### src/rtl/tx_queue_pkg.sv
// Shared encodings and defaults for the light-link transmit queue.
// Optional statistics counters are enabled with the TX_QUEUE_STATS_EN macro.
package tx_queue_pkg;

    localparam int TXQ_PACKET_WIDTH = 8;
    localparam int TXQ_DEPTH        = 8;
    localparam int TXQ_PTR_WIDTH    = 3;

    typedef enum logic [1:0] {
        TXQ_IDLE    = 2'd0,
        TXQ_SEND    = 2'd1,
        TXQ_RELEASE = 2'd2
    } txq_state_e;

    typedef enum logic {
        TXQ_CLASS_PRIO = 1'b0,
        TXQ_CLASS_NORM = 1'b1
    } txq_class_e;

    function automatic logic [15:0] txq_sat_inc16(input logic [15:0] value);
        if (value == 16'hFFFF) begin
            return value;
        end else begin
            return value + 16'd1;
        end
    endfunction

endpackage

### src/rtl/tx_queue_sync_fifo.sv
// Circular-buffer FIFO used for each traffic class of tx_queue.
// A write while full is accepted only when a pop frees the slot in the same cycle.
module tx_queue_sync_fifo #(
    parameter int PACKET_WIDTH = 8,
    parameter int DEPTH        = 8,
    parameter int PTR_WIDTH    = 3
) (
    input  logic                    clock_i,
    input  logic                    reset_i,
    input  logic                    wr_en_i,
    input  logic [PACKET_WIDTH-1:0] wr_data_i,
    input  logic                    rd_en_i,
    output logic                    full_o,
    output logic                    empty_o,
    output logic [PACKET_WIDTH-1:0] head_o
);

    logic [PACKET_WIDTH-1:0] mem_q [DEPTH];
    logic [PTR_WIDTH:0]      wr_ptr_q;
    logic [PTR_WIDTH:0]      rd_ptr_q;
    logic [PTR_WIDTH:0]      wr_ptr_d;
    logic [PTR_WIDTH:0]      rd_ptr_d;
    logic                    full_q;
    logic                    empty_q;
    logic                    full_d;
    logic                    empty_d;
    logic                    push_s;
    logic                    pop_s;

    // Next pointers and flags; the extra pointer MSB separates full from empty.
    always_comb begin
        pop_s    = rd_en_i & ~empty_q;
        push_s   = wr_en_i & (~full_q | pop_s);
        wr_ptr_d = wr_ptr_q;
        rd_ptr_d = rd_ptr_q;
        if (push_s) begin
            wr_ptr_d = wr_ptr_q + {{PTR_WIDTH{1'b0}}, 1'b1};
        end else begin
            wr_ptr_d = wr_ptr_q;
        end
        if (pop_s) begin
            rd_ptr_d = rd_ptr_q + {{PTR_WIDTH{1'b0}}, 1'b1};
        end else begin
            rd_ptr_d = rd_ptr_q;
        end
        empty_d = (wr_ptr_d == rd_ptr_d);
        full_d  = (wr_ptr_d[PTR_WIDTH] != rd_ptr_d[PTR_WIDTH]) &&
                  (wr_ptr_d[PTR_WIDTH-1:0] == rd_ptr_d[PTR_WIDTH-1:0]);
    end

    // Pointer and flag registers.
    always_ff @(posedge clock_i) begin
        if (reset_i) begin
            wr_ptr_q <= {(PTR_WIDTH+1){1'b0}};
            rd_ptr_q <= {(PTR_WIDTH+1){1'b0}};
            full_q   <= 1'b0;
            empty_q  <= 1'b1;
        end else begin
            wr_ptr_q <= wr_ptr_d;
            rd_ptr_q <= rd_ptr_d;
            full_q   <= full_d;
            empty_q  <= empty_d;
        end
    end

    // Storage array; contents need no reset because the pointers define validity.
    always_ff @(posedge clock_i) begin
        if (push_s) begin
            mem_q[wr_ptr_q[PTR_WIDTH-1:0]] <= wr_data_i;
        end
    end

    assign full_o  = full_q;
    assign empty_o = empty_q;
    assign head_o  = mem_q[rd_ptr_q[PTR_WIDTH-1:0]];

endmodule

### src/rtl/tx_queue.sv
// Two-class transmit queue feeding the priority/normal arbiter and byte transmitter.
// Define TX_QUEUE_STATS_EN to add saturating drop/sent counters.
module tx_queue
    import tx_queue_pkg::*;
#(
    parameter int PACKET_WIDTH = TXQ_PACKET_WIDTH,
    parameter int DEPTH        = TXQ_DEPTH,
    parameter int PTR_WIDTH    = TXQ_PTR_WIDTH
) (
    input  logic                    clock,
    input  logic                    reset,
    input  logic                    prio_wr_en,
    input  logic [PACKET_WIDTH-1:0] prio_wr_data,
    output logic                    prio_full,
    input  logic                    norm_wr_en,
    input  logic [PACKET_WIDTH-1:0] norm_wr_data,
    output logic                    norm_full,
    output logic                    req_priority,
    output logic                    req_normal,
    input  logic                    grant_priority,
    input  logic                    grant_normal,
    output logic                    tx_enable,
    output logic [PACKET_WIDTH-1:0] tx_data,
    input  logic                    tx_done
`ifdef TX_QUEUE_STATS_EN
   ,output logic [15:0]             prio_drop_count,
    output logic [15:0]             norm_drop_count,
    output logic [15:0]             sent_count
`endif
);

    txq_state_e              state_q;
    txq_class_e              class_q;
    logic                    req_prio_q;
    logic                    req_norm_q;
    logic                    tx_enable_q;
    logic [PACKET_WIDTH-1:0] tx_data_q;
    logic                    prio_pop_s;
    logic                    norm_pop_s;
    logic                    prio_empty_s;
    logic                    norm_empty_s;
    logic [PACKET_WIDTH-1:0] prio_head_s;
    logic [PACKET_WIDTH-1:0] norm_head_s;

    tx_queue_sync_fifo #(
        .PACKET_WIDTH (PACKET_WIDTH),
        .DEPTH        (DEPTH),
        .PTR_WIDTH    (PTR_WIDTH)
    ) u_prio_fifo (
        .clock_i   (clock),
        .reset_i   (reset),
        .wr_en_i   (prio_wr_en),
        .wr_data_i (prio_wr_data),
        .rd_en_i   (prio_pop_s),
        .full_o    (prio_full),
        .empty_o   (prio_empty_s),
        .head_o    (prio_head_s)
    );

    tx_queue_sync_fifo #(
        .PACKET_WIDTH (PACKET_WIDTH),
        .DEPTH        (DEPTH),
        .PTR_WIDTH    (PTR_WIDTH)
    ) u_norm_fifo (
        .clock_i   (clock),
        .reset_i   (reset),
        .wr_en_i   (norm_wr_en),
        .wr_data_i (norm_wr_data),
        .rd_en_i   (norm_pop_s),
        .full_o    (norm_full),
        .empty_o   (norm_empty_s),
        .head_o    (norm_head_s)
    );

    // Pop strobes: a grant only takes effect in IDLE and when its class has data.
    always_comb begin
        prio_pop_s = 1'b0;
        norm_pop_s = 1'b0;
        if (state_q == TXQ_IDLE) begin
            if (grant_priority && !prio_empty_s) begin
                prio_pop_s = 1'b1;
            end else if (grant_normal && !norm_empty_s) begin
                norm_pop_s = 1'b1;
            end else begin
                prio_pop_s = 1'b0;
                norm_pop_s = 1'b0;
            end
        end else begin
            prio_pop_s = 1'b0;
            norm_pop_s = 1'b0;
        end
    end

    // Control FSM with registered request, start pulse and data outputs.
    always_ff @(posedge clock) begin
        if (reset) begin
            state_q     <= TXQ_IDLE;
            class_q     <= TXQ_CLASS_PRIO;
            req_prio_q  <= 1'b0;
            req_norm_q  <= 1'b0;
            tx_enable_q <= 1'b0;
            tx_data_q   <= {PACKET_WIDTH{1'b0}};
        end else begin
            case (state_q)
                TXQ_IDLE: begin
                    tx_enable_q <= 1'b0;
                    if (prio_pop_s) begin
                        tx_data_q   <= prio_head_s;
                        tx_enable_q <= 1'b1;
                        class_q     <= TXQ_CLASS_PRIO;
                        req_prio_q  <= 1'b1;
                        req_norm_q  <= 1'b0;
                        state_q     <= TXQ_SEND;
                    end else if (norm_pop_s) begin
                        tx_data_q   <= norm_head_s;
                        tx_enable_q <= 1'b1;
                        class_q     <= TXQ_CLASS_NORM;
                        req_prio_q  <= 1'b0;
                        req_norm_q  <= 1'b1;
                        state_q     <= TXQ_SEND;
                    end else begin
                        req_prio_q  <= ~prio_empty_s;
                        req_norm_q  <= ~norm_empty_s;
                    end
                end
                TXQ_SEND: begin
                    tx_enable_q <= 1'b0;
                    if (tx_done) begin
                        req_prio_q <= 1'b0;
                        req_norm_q <= 1'b0;
                        state_q    <= TXQ_RELEASE;
                    end else begin
                        req_prio_q <= (class_q == TXQ_CLASS_PRIO);
                        req_norm_q <= (class_q == TXQ_CLASS_NORM);
                    end
                end
                TXQ_RELEASE: begin
                    tx_enable_q <= 1'b0;
                    req_prio_q  <= 1'b0;
                    req_norm_q  <= 1'b0;
                    // Waiting for both grants low forces the arbiter back through NO_OUTPUT.
                    if (!grant_priority && !grant_normal) begin
                        state_q <= TXQ_IDLE;
                    end else begin
                        state_q <= TXQ_RELEASE;
                    end
                end
                default: begin
                    state_q     <= TXQ_IDLE;
                    req_prio_q  <= 1'b0;
                    req_norm_q  <= 1'b0;
                    tx_enable_q <= 1'b0;
                end
            endcase
        end
    end

    assign req_priority = req_prio_q;
    assign req_normal   = req_norm_q;
    assign tx_enable    = tx_enable_q;
    assign tx_data      = tx_data_q;

`ifdef TX_QUEUE_STATS_EN
    logic [15:0] prio_drop_q;
    logic [15:0] norm_drop_q;
    logic [15:0] sent_q;
    logic        prio_drop_s;
    logic        norm_drop_s;
    logic        sent_s;

    // Event strobes for the statistics counters.
    always_comb begin
        prio_drop_s = prio_wr_en & prio_full & ~prio_pop_s;
        norm_drop_s = norm_wr_en & norm_full & ~norm_pop_s;
        sent_s      = (state_q == TXQ_SEND) & tx_done;
    end

    // Saturating statistics counters.
    always_ff @(posedge clock) begin
        if (reset) begin
            prio_drop_q <= 16'd0;
            norm_drop_q <= 16'd0;
            sent_q      <= 16'd0;
        end else begin
            if (prio_drop_s) begin
                prio_drop_q <= txq_sat_inc16(prio_drop_q);
            end else begin
                prio_drop_q <= prio_drop_q;
            end
            if (norm_drop_s) begin
                norm_drop_q <= txq_sat_inc16(norm_drop_q);
            end else begin
                norm_drop_q <= norm_drop_q;
            end
            if (sent_s) begin
                sent_q <= txq_sat_inc16(sent_q);
            end else begin
                sent_q <= sent_q;
            end
        end
    end

    assign prio_drop_count = prio_drop_q;
    assign norm_drop_count = norm_drop_q;
    assign sent_count      = sent_q;
`endif

endmodule

### config.mk
export PLATFORM = sky130hd
export DESIGN_NAME = tx_queue
export DESIGN_NICKNAME = d
export VERILOG_FILES = /design/src/rtl/tx_queue_pkg.sv /design/src/rtl/tx_queue_sync_fifo.sv /design/src/rtl/tx_queue.sv
export SDC_FILE = /design/constraint.sdc
export NUM_CORES = 1
export LEC_CHECK = 0
export CORE_UTILIZATION = 59
export CTS_CLUSTER_DIAMETER = 30
export DETAILED_ROUTE_END_ITERATION = 10
export GPL_ROUTABILITY_DRIVEN = 1
export PLACE_DENSITY = 0.86
export SLEW_MARGIN = 20
export SYNTH_ARGS = -nofsm -noshare
export SYNTH_HDL_FRONTEND = slang
export SYNTH_SLANG_ARGS = --single-unit
### constraint.sdc
create_clock -name clock -period 3.4 [get_ports clock]
set_input_delay 0.51 -clock clock [delete_from_list [all_inputs] [get_ports clock]]
set_output_delay 0.51 -clock clock [all_outputs]
set_load 0.01 [all_outputs]
==> summary.log, run 1 <==
qor: timing.tns 0 ns
qor: clock_tree.cts-hold-fix-buffers 0
qor: critical_path.critical_path_rt 3.74 ns
qor: synth.post_synth_most_frequent_cells 128 x sky130_fd_sc_hd__edfxtp_1, 37 x sky130_fd_sc_hd__nor2_1, 34 x sky130_fd_sc_hd__dfxtp_1
qor: floorplan.die_h 108 um
qor: critical_path.crit_path_max_fanout 22
qor: finish.postLayoutCellArea 7880 sq um
qor: finish.layout.core_utilization 0.721
qor: route.detailedRoute.firstPassIterationCount 5
qor: synth.number_of_synthesized_flops_with_an_enable_pin 128
qor: placement.dpl_cell_area 7290 sq um
qor: global_routing.antenna_violations_before_repair 0
qor: synth.synth_top_cell_area_share 0.575
qor: timing.post-route-min-period 2.60 ns
qor: global_routing.first_global_vias 3851
qor: critical_path.path_common_cell sky130_fd_sc_hd__nor4_1
qor: floorplan.design.die.area 11800 sq um
qor: clock_tree.worstSkewPairLatency 0.42 ns
qor: clock_tree.total_setup_buffers_inserted_after_cts 0
qor: synth.nets_in_the_synthesized_netlist 443
qor: synth.synth_top_cell_by_area sky130_fd_sc_hd__edfxtp_1
qor: placement.placed_cells 590
qor: finish.fin_cells 622
qor: placement.io_buffer_count 35
qor: synth.post_synth_main_area_contributors sky130_fd_sc_hd__edfxtp_1 57%, sky130_fd_sc_hd__mux4_2 11%, sky130_fd_sc_hd__dfxtp_1 10%
qor: timing.max-slew-margin-rel 0.407
qor: placement.routabilityCongestion 0.842
qor: critical_path.critPathSlowestCell sky130_fd_sc_hd__or4b_4
qor: route.totalWireLength 13.8 mm
qor: global_routing.overall_overflow_remaining_after_global_route 0
qor: power_and_ir_drop.power.leakage 2.59 nW
qor: route.routedWlPerCell 22.2 um
qor: route.num_vias 3910
qor: critical_path.crit_path_cell_trace clkdlybuf4s50_1, or4b_4, nor4_1, nor4_1, or4_4, a2bb2oi_1
qor: floorplan.initial_utilization 0.612
qor: flow_run.cap_viol_max_count 0
qor: timing.highest_clock_rate 385 MHz
qor: timing.rsz0062_at_grt false
qor: timing.fin_worst_skew 0.00906 ns
qor: timing.setup_viol 0
qor: floorplan.standard_cell_row_count 38
qor: synth.synthFlopType sky130_fd_sc_hd__edfxtp_1
qor: placement.dp.final_hpwl 8.41 mm
qor: clock_tree.ctsResizeCount 0
qor: finish.layout.nets 496
qor: synth.post_synth.cell_area_avg 16.1 sq um
qor: synth.asyncSetResetFlopFracSynth 0
qor: timing.worst_slew_pin_slew 0.888 ns
qor: synth.synth_cells 416
qor: clock_tree.numCtsBuffers 17
qor: route.detail_route.drc_violations 0
qor: synth.post-synth-top-count-cell sky130_fd_sc_hd__edfxtp_1
qor: timing.final_report_max_slew_violation_count 0
qor: hold_path.timing.hold.worst.class reg2reg
qor: finish.n_antenna_cell 0
qor: clock_tree.cts_num_sinks 162
qor: global_routing.grt_util_all_layers 0.260
qor: clock_tree.htree_num_levels 4
qor: synth.synthDistinctLibCells 51
qor: timing.finalCritPeriodShare 0.764
qor: power_and_ir_drop.power_density_cells 586 nW/um^2
qor: critical_path.max_stage_delay 0.65 ns
qor: finish.layout-drive-gt1-share 0.207
qor: floorplan.placeable_area 10900 sq um
qor: clock_tree.cts.clk_slew.worst_paths 0.06 ns
qor: synth.ys_seq_area_frac 0.676
qor: floorplan.ios 36
qor: critical_path.start_kind input port
qor: outcome.outcome finished, final reports clean
qor: critical_path.setup.worst_path.class in2reg
qor: synth.synthesis.area 6690 sq um
qor: route.via_per_inst 6.29
qor: timing.report.final.hold_viol_count 0
qor: power_and_ir_drop.peakVddDrop 0.425 mV
qor: global_routing.grt_start_max_net_pins 23
qor: critical_path.setup.worst_path.end_class flip-flop
qor: clock_tree.cts_tree yes
qor: clock_tree.clock_tree.buffer_depth 2
qor: synth.total_number_of_yosys_warnings 0
qor: floorplan.fp.dieW 108 um
qor: synth.yosys_register_bits 162
qor: route.detailedRoute.firstIterationViolations 399
qor: route.postRouteAntennaNets 0
qor: critical_path.worst_ep_arrival 2.93 ns
qor: global_routing.grt_pass1_wl 21.5 mm
qor: finish.synthToLayoutAreaGrowth 17.8%
qor: clock_tree.root_buffer sky130_fd_sc_hd__clkbuf_16
## per-layer routing
| layer | routed length (um) | up-vias | global-route usage | share of wire |
|---|---|---|---|---|
| li1 | - | 1740 | - | - |
| met1 | 5800 | 1951 | 0.357 | 0.42 |
| met2 | 6840 | 201 | 0.410 | 0.50 |
| met3 | 941 | 18 | 0.0603 | 0.068 |
| met4 | 206 | 0 | 0.0907 | 0.015 |
| met5 | 0 | - | 0 | 0 |
## through the flow
stage	power (mW)	worst slack (ns)	hold slack, ns
3_3_place_gp	2.72	0.606	0.466
2_1_floorplan	2.58	0.877	0.450
4_1_cts	4.63	0.882	0.497
6_report	4.61	0.802	0.495
3_5_place_dp	2.74	0.454	0.476
5_1_grt	4.75	0.741	0.532
## worst max-delay path: cells and delay by family
| family | cells | cell delay [ns] |
|---|---|---|
| and+or+nand+nor | 4 | 1.67 |
| buffers and inverters | 1 | 0.55 |
| AOI/OAI and AO/OA | 1 | 0.21 |
## cells in the final DEF (no fill, tap or decap), drive strengths merged, types with 2 or more instances in the layout
cell	n
edfxtp	128
nor2	37
clkdlybuf4s50	35
dfxtp	34
mux4	32
buf	25
nand2	22
mux2i	17
clkbuf	17
nor3	13
clkinv	9
xor2	8
xnor2	8
a31oi	8
nand2b	7
a21oi	7
nand3	7
nor4	6
o22ai	6
a211oi	6
inv	5
nand4	4
ha	4
bufinv	3
nor2b	2
or3b	2
or3	2
xnor3	2
a41oi	2
and3b	2
or2	2
nor3b	2
and2	2
nor4b	2
clkinvlp	2
## final cells by class
| type | instances | area [sq um] |
|---|---|---|
| flip-flops and latches | 162 | 4520 |
| clock buffers | 17 | 425 |
| multi-input cells | 224 | 2040 |
| fillers | 649 | 3060 |
| clock inverters | 15 | 166 |
| well taps | 140 | 175 |
| inverters | 4 | 15.0 |
| repair buffers | 60 | 538 |
## final timing paths
kind | end | cells past startpoint | start | slack, ns
worst max-delay path | u_prio_fifo.empty_o$_SDFF_PP1_ | 6 | grant_priority | 0.80
worst min-delay path | class_q$_SDFFE_PP0P_ | 2 | class_q$_SDFFE_PP0P_ | 0.50
worst max register to register | u_prio_fifo.empty_o$_SDFF_PP1_ | 5 | state_q[1]$_SDFFE_PP0P_ | 0.95
worst min register to register | class_q$_SDFFE_PP0P_ | 2 | class_q$_SDFFE_PP0P_ | 0.50
## cells by family after synthesis
kind of cell             count (synthesis)  synth area share
AO/OA/AOI/OAI                           38            0.0434
AND/OR/NAND/NOR                        114            0.0881
XOR/XNOR                                19            0.0312
adder cells (fa/ha/maj)                  4           0.00748
multiplexers                            49             0.133
flip-flops                             162             0.676
buffers and inverters                   30            0.0204
## where the power goes
| group | internal (mW) | switching [mW] | leakage [nW] |
|---|---|---|---|
| sequential | 2.21 | 0.0517 | 1.44 |
| combinational | 0.220 | 0.242 | 0.856 |
| clock | 1.15 | 0.748 | 0.290 |
## flip-flops by register name, summed over array words and instances (netlist names)
register / count
u_norm_fifo.mem_q: 64
tx_enable: 1
u_prio_fifo.mem_q: 64
u_prio_fifo.full_o: 1
u_norm_fifo.empty_o: 1
u_norm_fifo.full_o: 1
u_prio_fifo.wr_ptr_q: 4
u_norm_fifo.wr_ptr_q: 4
req_normal: 1
class_q: 1
tx_data: 8
u_prio_fifo.empty_o: 1
u_prio_fifo.rd_ptr_q: 4
state_q: 2
req_priority: 1
u_norm_fifo.rd_ptr_q: 4
No activity file was read; power rests on OpenSTA's default activity.
==> run 2: changes to the inputs <==
Settings changed: CORE_UTILIZATION 59 to 54, PLACE_DENSITY 0.86 to 0.83.
Clock period 3.4 ns to 2.25 ns, I/O delays scaled along.
==> summary.log, run 2 (same netlist as run 1, synthesis figures left out) <==
qor: outcome.outcome finished with violations
qor: outcome.violations design-rule violations
qor: route.postRouteAntennaNets 0 [unchanged]
qor: power_and_ir_drop.peakVddDrop 0.619 mV [+46%]
qor: timing.post-route-min-period 2.15 ns
qor: power_and_ir_drop.internal_power 5.69 mW [+59%]
qor: floorplan.initial_utilization 0.555 [-0.0571]
qor: floorplan.ios 36 [unchanged]
qor: power_and_ir_drop.power_density_cells 880 nW/um^2 [+50%]
qor: critical_path.cp_num_buf_inv 1 [unchanged]
qor: timing.fin_worst_skew 0.00659 ns [-0.00247 ns]
qor: route.via_per_inst 5.94 [-5.4%]
qor: clock_tree.htree_num_levels 4 [unchanged]
qor: hold_path.timing.hold.worst.class reg2reg
qor: global_routing.grt_util_all_layers 0.234 [-0.0254]
qor: placement.routabilityCongestion 0.824 [-2.2%]
qor: timing.max-slew-margin-rel 0.678 [+0.271]
qor: critical_path.start_kind flip-flop
qor: power_and_ir_drop.power.leakage 2.79 nW [+8.0%]
qor: critical_path.setup.worst_path.end_class flip-flop
qor: critical_path.rrSetupSlack 0.1 ns [-0.85 ns]
qor: global_routing.grt_pass1_wl 22.0 mm [+2.2%]
qor: finish.most-common-layout-cells 128 x sky130_fd_sc_hd__edfxtp_1, 54 x sky130_fd_sc_hd__buf_4, 37 x sky130_fd_sc_hd__nor2_1
qor: global_routing.overall_overflow_remaining_after_global_route 0 [unchanged]
qor: timing.rsz0062_at_grt false
qor: floorplan.design.die.area 12800 sq um [+9.1%]
qor: global_routing.antenna_violations_before_repair 0 [unchanged]
qor: floorplan.standard_cell_row_count 40 [+5.3%]
qor: flow_run.cap_viol_max_count 0 [unchanged]
qor: power_and_ir_drop.report.power.total 7.29 mW [+58%]
qor: clock_tree.cts-hold-fix-buffers 0 [unchanged]
qor: finish.layout.cells.most_common sky130_fd_sc_hd__edfxtp_1
qor: route.detailedRoute.firstPassIterationCount 8 [+3]
qor: route.routedWlPerCell 20.3 um [-8.6%]
qor: global_routing.first_global_vias 4109 [+6.7%]
qor: global_routing.grt_use_met3 0.0562 [-0.00404]
qor: clock_tree.clock_tree.buffer_depth 2 [unchanged]
qor: placement.dpl_cell_area 7620 sq um [+4.5%]
qor: finish.fillers 733 [+13%]
qor: finish.layout.nets 528 [+6.5%]
qor: critical_path.critical_path_rt 2.59 ns [-1.15 ns]
qor: timing.setup_viol 0 [unchanged]
qor: global_routing.met1_usage 0.325 [-0.0318]
qor: finish.n_antenna_cell 0 [unchanged]
qor: power_and_ir_drop.share_clk_of_total_power 0.428 [+0.017]
qor: clock_tree.numCtsBuffers 17 [unchanged]
qor: critical_path.crit_path_max_fanout 9 [-59%]
qor: power_and_ir_drop.seqPwrFrac 0.466 [-0.023]
qor: clock_tree.worstSkewPairLatency 0.42 ns [about the same]
qor: finish.synthToLayoutAreaGrowth 23.8%
qor: power_and_ir_drop.power_switching 1.60 mW [+54%]
qor: critical_path.worst_ep_arrival 2.49 ns [-0.44 ns]
qor: floorplan.die_h 113 um [+4.4%]
qor: power_and_ir_drop.pwr-share-comb 0.107 [+0.007]
qor: route.num_vias 4054 [+3.7%]
qor: placement.io_buffer_count 35 [unchanged]
qor: critical_path.critical-path-top-delay-family compound AO/OA/AOI/OAI gates
qor: route.detailedRoute.firstIterationViolations 336 [-16%]
qor: timing.highest_clock_rate 465 MHz
qor: clock_tree.cts_num_sinks 162 [unchanged]
qor: floorplan.placeable_area 12100 sq um [+10%]
qor: finish.postLayoutCellArea 8290 sq um [+5.1%]
qor: finish.layout-drive-gt1-share 0.267 [+0.0591]
qor: power_and_ir_drop.switching_share 0.219 [-0.00610]
qor: critical_path.max_stage_delay 0.59 ns [-0.06 ns]
qor: finish.layout.core_utilization 0.687 [-0.0337]
qor: placement.dp.final_hpwl 8.90 mm [+5.9%]
qor: clock_tree.cts.clk_slew.worst_paths 0.06 ns [about the same]
qor: timing.final_report_max_slew_violation_count 0 [unchanged]
qor: global_routing.grt_most_used_layer met2
qor: critical_path.crit_path_cell_trace or4b_4, a2111o_1, xor2_2, xnor2_2, buf_4, a211oi_2
qor: route.detail_route.drc_violations 1 [+1]
qor: critical_path.setup.worst_path.class reg2reg
qor: critical_path.critPathSlowestCell sky130_fd_sc_hd__or4b_4
qor: timing.finalCritPeriodShare 0.956
qor: global_routing.met2_usage 0.363 [-0.0477]
qor: floorplan.fp.dieW 113 um [+4.4%]
qor: global_routing.grt_start_max_net_pins 27 [+17%]
qor: clock_tree.cts_tree yes
qor: clock_tree.root_buffer sky130_fd_sc_hd__clkbuf_16
qor: route.totalWireLength 13.8 mm [+0.21%]
qor: timing.worst_slew_pin_slew 0.481 ns [-0.407 ns]
qor: timing.report.final.hold_viol_count 0 [unchanged]
[run 2: changes by cell type in the layout (fill, tap and decap cells not counted), sizes merged]
cell      before  now
buf           25   57
bufinv         3    5
clkbuf        17   19
clkinv         9    5
clkinvlp       2    0
inv            5    7
[run 2: worst register-to-register path, delay by kind of cell (launching register included)]
family	cells	cell delay [ns]
XOR/XNOR	2	0.34
AO/OA/AOI/OAI	2	0.63
flip-flops	1	0.37
buffers and inverters	1	0.15
AND/OR/NAND/NOR	1	0.59
[run 2: final timing paths]
check	startpoint	endpoint	depth (start not counted)
min reg2reg	class_q$_SDFFE_PP0P_	class_q$_SDFFE_PP0P_	2
max	state_q[1]$_SDFFE_PP0P_	u_prio_fifo.full_o$_SDFF_PP0_	6
max reg2reg	state_q[1]$_SDFFE_PP0P_	u_prio_fifo.full_o$_SDFF_PP0_	6
min	class_q$_SDFFE_PP0P_	class_q$_SDFFE_PP0P_	2
[run 2: power by group through the flow]
stage	clock (mW)	combinational, mW	sequential (mW)
finish	3.12	0.779	3.39
global route	3.27	0.838	3.40
CTS	3.15	0.773	3.39
detailed placement	0	0.758	3.45
global placement	0	0.728	3.45
floorplan	0	0.461	3.44
[run 2: layout make-up]
| class | instances | area, sq um | area share |
|---|---|---|---|
| clock buffer | 19 | 433 | 0.0523 |
| clock inverter | 13 | 206 | 0.0249 |
| timing repair buffer | 92 | 816 | 0.0985 |
| inverter | 4 | 15.0 | 0.00181 |
| multi-input combinational | 224 | 2080 | 0.251 |
| sequential | 162 | 4530 | 0.546 |
| tap | 168 | 210 | 0.0254 |
[run 2: routing by layer]
metal,vias to the layer above,part of all wire
li1,1800,-
met1,2019,0.42
met2,198,0.49
met3,37,0.069
met4,0,0.028
met5,-,0
[run 2: stage by stage]
stage / setup slack [ns] / hold slack (ns) / std cells / setup TNS, ns
floorplan: -0.0820 / 0.436 / 416 / -1.31
global placement: -0.194 / 0.475 / 649 / -13.81
detailed placement: -0.310 / 0.482 / 649 / -16.49
CTS: 0.00440 / 0.504 / 681 / 0
global route: 0.0262 / 0.533 / 682 / 0
finish: 0.0983 / 0.502 / 682 / 0
[run 2: repair_timing]
action / in CTS / in global routing
setup buffers: 0 / 1
endpoints found under the setup margin: 0 / 9
gates resized for setup: 0 / 4
==> run 3: changes to the inputs <==
Settings changed: SETUP_SLACK_MARGIN set to 0.4.
==> summary.log, run 3 (same netlist as run 1, synthesis figures left out) <==
qor: outcome.outcome finished, final reports clean
qor: power_and_ir_drop.seqPwrFrac 0.480 [+0.014]
qor: clock_tree.cts_tree yes
qor: global_routing.grt_start_max_net_pins 22 [-19%]
qor: route.num_vias 4264 [+5.2%]
qor: global_routing.grt_pass1_wl 22.4 mm [+1.7%]
qor: finish.layout.nets 548 [+3.8%]
qor: finish.n_antenna_cell 0 [unchanged]
qor: timing.rsz0062_at_grt true
qor: route.detailedRoute.firstPassIterationCount 5 [-3]
qor: finish.area.sequential 4540 sq um [+0.36%]
qor: placement.routabilityCongestion 0.812 [-1.5%]
qor: finish.synthToLayoutAreaGrowth 31.7%
qor: global_routing.first_global_vias 4136 [+0.66%]
qor: hold_path.timing.hold.worst.class reg2reg
qor: power_and_ir_drop.power_switching 1.74 mW [+8.8%]
qor: critical_path.setup.worst_path.class in2reg
qor: timing.max-slew-margin-rel 0.665 [-0.0132]
qor: clock_tree.clock_tree.buffer_depth 2 [unchanged]
qor: power_and_ir_drop.peakVddDrop 0.680 mV [+9.9%]
qor: critical_path.path_common_cell sky130_fd_sc_hd__buf_6
qor: clock_tree.worstSkewPairLatency 0.43 ns [about the same]
qor: placement.dpl_cell_area 7760 sq um [+1.9%]
qor: route.via_per_inst 6.07 [+2.2%]
qor: clock_tree.numCtsBuffers 17 [unchanged]
qor: route.routedWlPerCell 22.7 um [+12%]
qor: global_routing.grt_util_all_layers 0.242 [+0.00756]
qor: timing.finalCritPeriodShare 0.942 [-0.0146]
qor: hold_path.timing.hold.worst.start class_q$_SDFFE_PP0P_
qor: critical_path.startpoint grant_normal
qor: power_and_ir_drop.internal_power 5.35 mW [-5.9%]
qor: clock_tree.cts.clk_slew.worst_paths 0.06 ns [about the same]
qor: global_routing.antenna_violations_before_repair 0 [unchanged]
qor: critical_path.critical_path_rt 2.40 ns [-0.19 ns]
qor: power_and_ir_drop.share_clk_of_total_power 0.384 [-0.044]
qor: power_and_ir_drop.switching_share 0.245 [+0.0259]
qor: clock_tree.htree_num_levels 4 [unchanged]
qor: finish.multi_input_area 2360 sq um [+14%]
qor: timing.final.setup.worst_slack 0.131 ns [+0.0328 ns]
qor: finish.layout.cells.most_common sky130_fd_sc_hd__edfxtp_1
qor: critical_path.reg2reg_from state_q[1]$_SDFFE_PP0P_
qor: power_and_ir_drop.power.leakage 2.94 nW [+5.3%]
qor: floorplan.placeable_area 12100 sq um [unchanged]
qor: critical_path.crit_path_max_fanout 5 [-4]
qor: timing.fin_worst_skew 0.0104 ns [+0.00378 ns]
qor: timing.setup_viol 0 [unchanged]
qor: floorplan.fp.dieW 113 um [unchanged]
qor: clock_tree.cts_num_sinks 162 [unchanged]
qor: critical_path.critical-path-top-delay-family buffers and inverters
qor: critical_path.start_kind input port
qor: timing.post-route-min-period 2.12 ns [-0.0328 ns]
qor: floorplan.standard_cell_row_count 40 [unchanged]
qor: finish.fillers 650 [-11%]
qor: route.detail_route.drc_violations 0 [-1]
qor: finish.layout-drive-gt1-share 0.376 [+0.110]
qor: power_and_ir_drop.pwr-share-comb 0.136 [+0.029]
qor: power_and_ir_drop.power_density_cells 805 nW/um^2 [-8.5%]
qor: floorplan.ios 36 [unchanged]
qor: critical_path.cp_num_buf_inv 3 [+2]
qor: floorplan.design.die.area 12800 sq um [unchanged]
qor: timing.highest_clock_rate 472 MHz [+1.5%]
qor: floorplan.die_h 113 um [unchanged]
qor: finish.layout.core_utilization 0.730 [+0.0436]
qor: timing.final_report_max_slew_violation_count 0 [unchanged]
qor: floorplan.initial_utilization 0.555 [unchanged]
qor: clock_tree.root_buffer sky130_fd_sc_hd__clkbuf_16
qor: finish.postLayoutCellArea 8810 sq um [+6.3%]
qor: timing.worst_slew_pin_slew 0.502 ns [+0.0207 ns]
qor: placement.placed_cells 647 [-0.31%]
qor: timing.final.hold.worst_slack 0.526 ns [+0.0236 ns]
qor: placement.dp.final_hpwl 9.02 mm [+1.3%]
qor: critical_path.setup.worst_path.end_class flip-flop
qor: timing.report.final.hold_viol_count 0 [unchanged]
qor: route.detailedRoute.firstIterationViolations 473 [+41%]
qor: critical_path.max_stage_delay 0.54 ns [-0.05 ns]
qor: placement.io_buffer_count 35 [unchanged]
qor: finish.fin_cells 702 [+2.9%]
qor: critical_path.crit_path_cell_trace clkdlybuf4s50_1, nand2b_1, o31ai_4, nand2_1, or2_4, buf_6, nor2_4, buf_6
qor: route.totalWireLength 15.9 mm [+15%]
qor: critical_path.critPathSlowestCell sky130_fd_sc_hd__clkdlybuf4s50_1
qor: finish.most-common-layout-cells 128 x sky130_fd_sc_hd__edfxtp_1, 45 x sky130_fd_sc_hd__buf_4, 35 x sky130_fd_sc_hd__clkdlybuf4s50_1
qor: critical_path.worst_ep_arrival 2.27 ns [-0.22 ns]
qor: placement.post-place-ws -0.237 ns [+0.0735 ns]
qor: flow_run.cap_viol_max_count 0 [unchanged]
qor: global_routing.overall_overflow_remaining_after_global_route 0 [unchanged]
qor: route.postRouteAntennaNets 0 [unchanged]
run 3: cell types whose count changed in the layout (fill, tap and decap cells not counted), moves of 6 or more:
| cell | before | now |
|---|---|---|
| sky130_fd_sc_hd__mux2i_1 | 17 | 11 |
| sky130_fd_sc_hd__buf_6 | 0 | 24 |
| sky130_fd_sc_hd__nor2_1 | 37 | 29 |
| sky130_fd_sc_hd__nor2_4 | 0 | 7 |
| sky130_fd_sc_hd__buf_4 | 54 | 45 |
| sky130_fd_sc_hd__dfxtp_1 | 33 | 26 |
run 3: path summary, 6_finish.rpt:
path                                                           to  slack, ns  depth (start not counted)
worst min register to register               class_q$_SDFFE_PP0P_       0.53                          2
worst max-delay path            u_norm_fifo.mem_q[4][7]$_DFFE_PP_       0.13                          8
worst max register to register  u_norm_fifo.mem_q[4][7]$_DFFE_PP_       0.17                          8
worst min-delay path                         class_q$_SDFFE_PP0P_       0.53                          2
run 3: power groups by stage:
stage / sequential [mW] / clock (mW) / combinational (mW)
after floorplan: 3.45 / 0 / 0.490
after global placement: 3.45 / 0 / 0.747
after detailed placement: 3.46 / 0 / 0.777
after CTS: 3.40 / 2.73 / 0.846
after global routing: 3.41 / 2.86 / 1.02
final: 3.41 / 2.72 / 0.965
run 3: through the flow:
step                TNS (ns)  total power [mW]
finish                     0              7.09
global route               0              7.29
CTS                        0              6.97
detailed placement    -11.09              4.24
global placement       -8.80              4.20
floorplan                  0              3.94
run 3: per-layer routing:
| layer | part of all wire | GRT usage | wire (um) | up-vias |
|---|---|---|---|---|
| met5 | 0 | 0 | 0 | - |
| met4 | 0.030 | 0.133 | 477 | 0 |
| met3 | 0.063 | 0.0514 | 1000 | 42 |
| met2 | 0.51 | 0.376 | 8060 | 216 |
| met1 | 0.40 | 0.321 | 6380 | 2171 |
| li1 | - | - | - | 1835 |
run 3: area by class of cell:
class	count	share of cell area
Clock buffer	18	0.0487
Inverter	4	0.00312
Tap cell	168	0.0239
Timing Repair Buffer	112	0.126
Multi-Input combinational cell	224	0.268
Sequential cell	162	0.515
Clock inverter	14	0.0149
run 3: repair_timing:
action / CTS / global route
endpoints found under the setup margin: 126 / 142
gates resized for setup: 40 / 36
pin swaps: 14 / 15
setup buffers: 7 / 16
cloned: 0 / 0
hold buffers: 0 / 0
run 3: tightest hold or removal path, stage by stage, from the launching register on:
cell                      delay (ns)
sky130_fd_sc_hd__dfxtp_1        0.34
sky130_fd_sc_hd__nand2_1        0.07
sky130_fd_sc_hd__a21oi_1        0.06
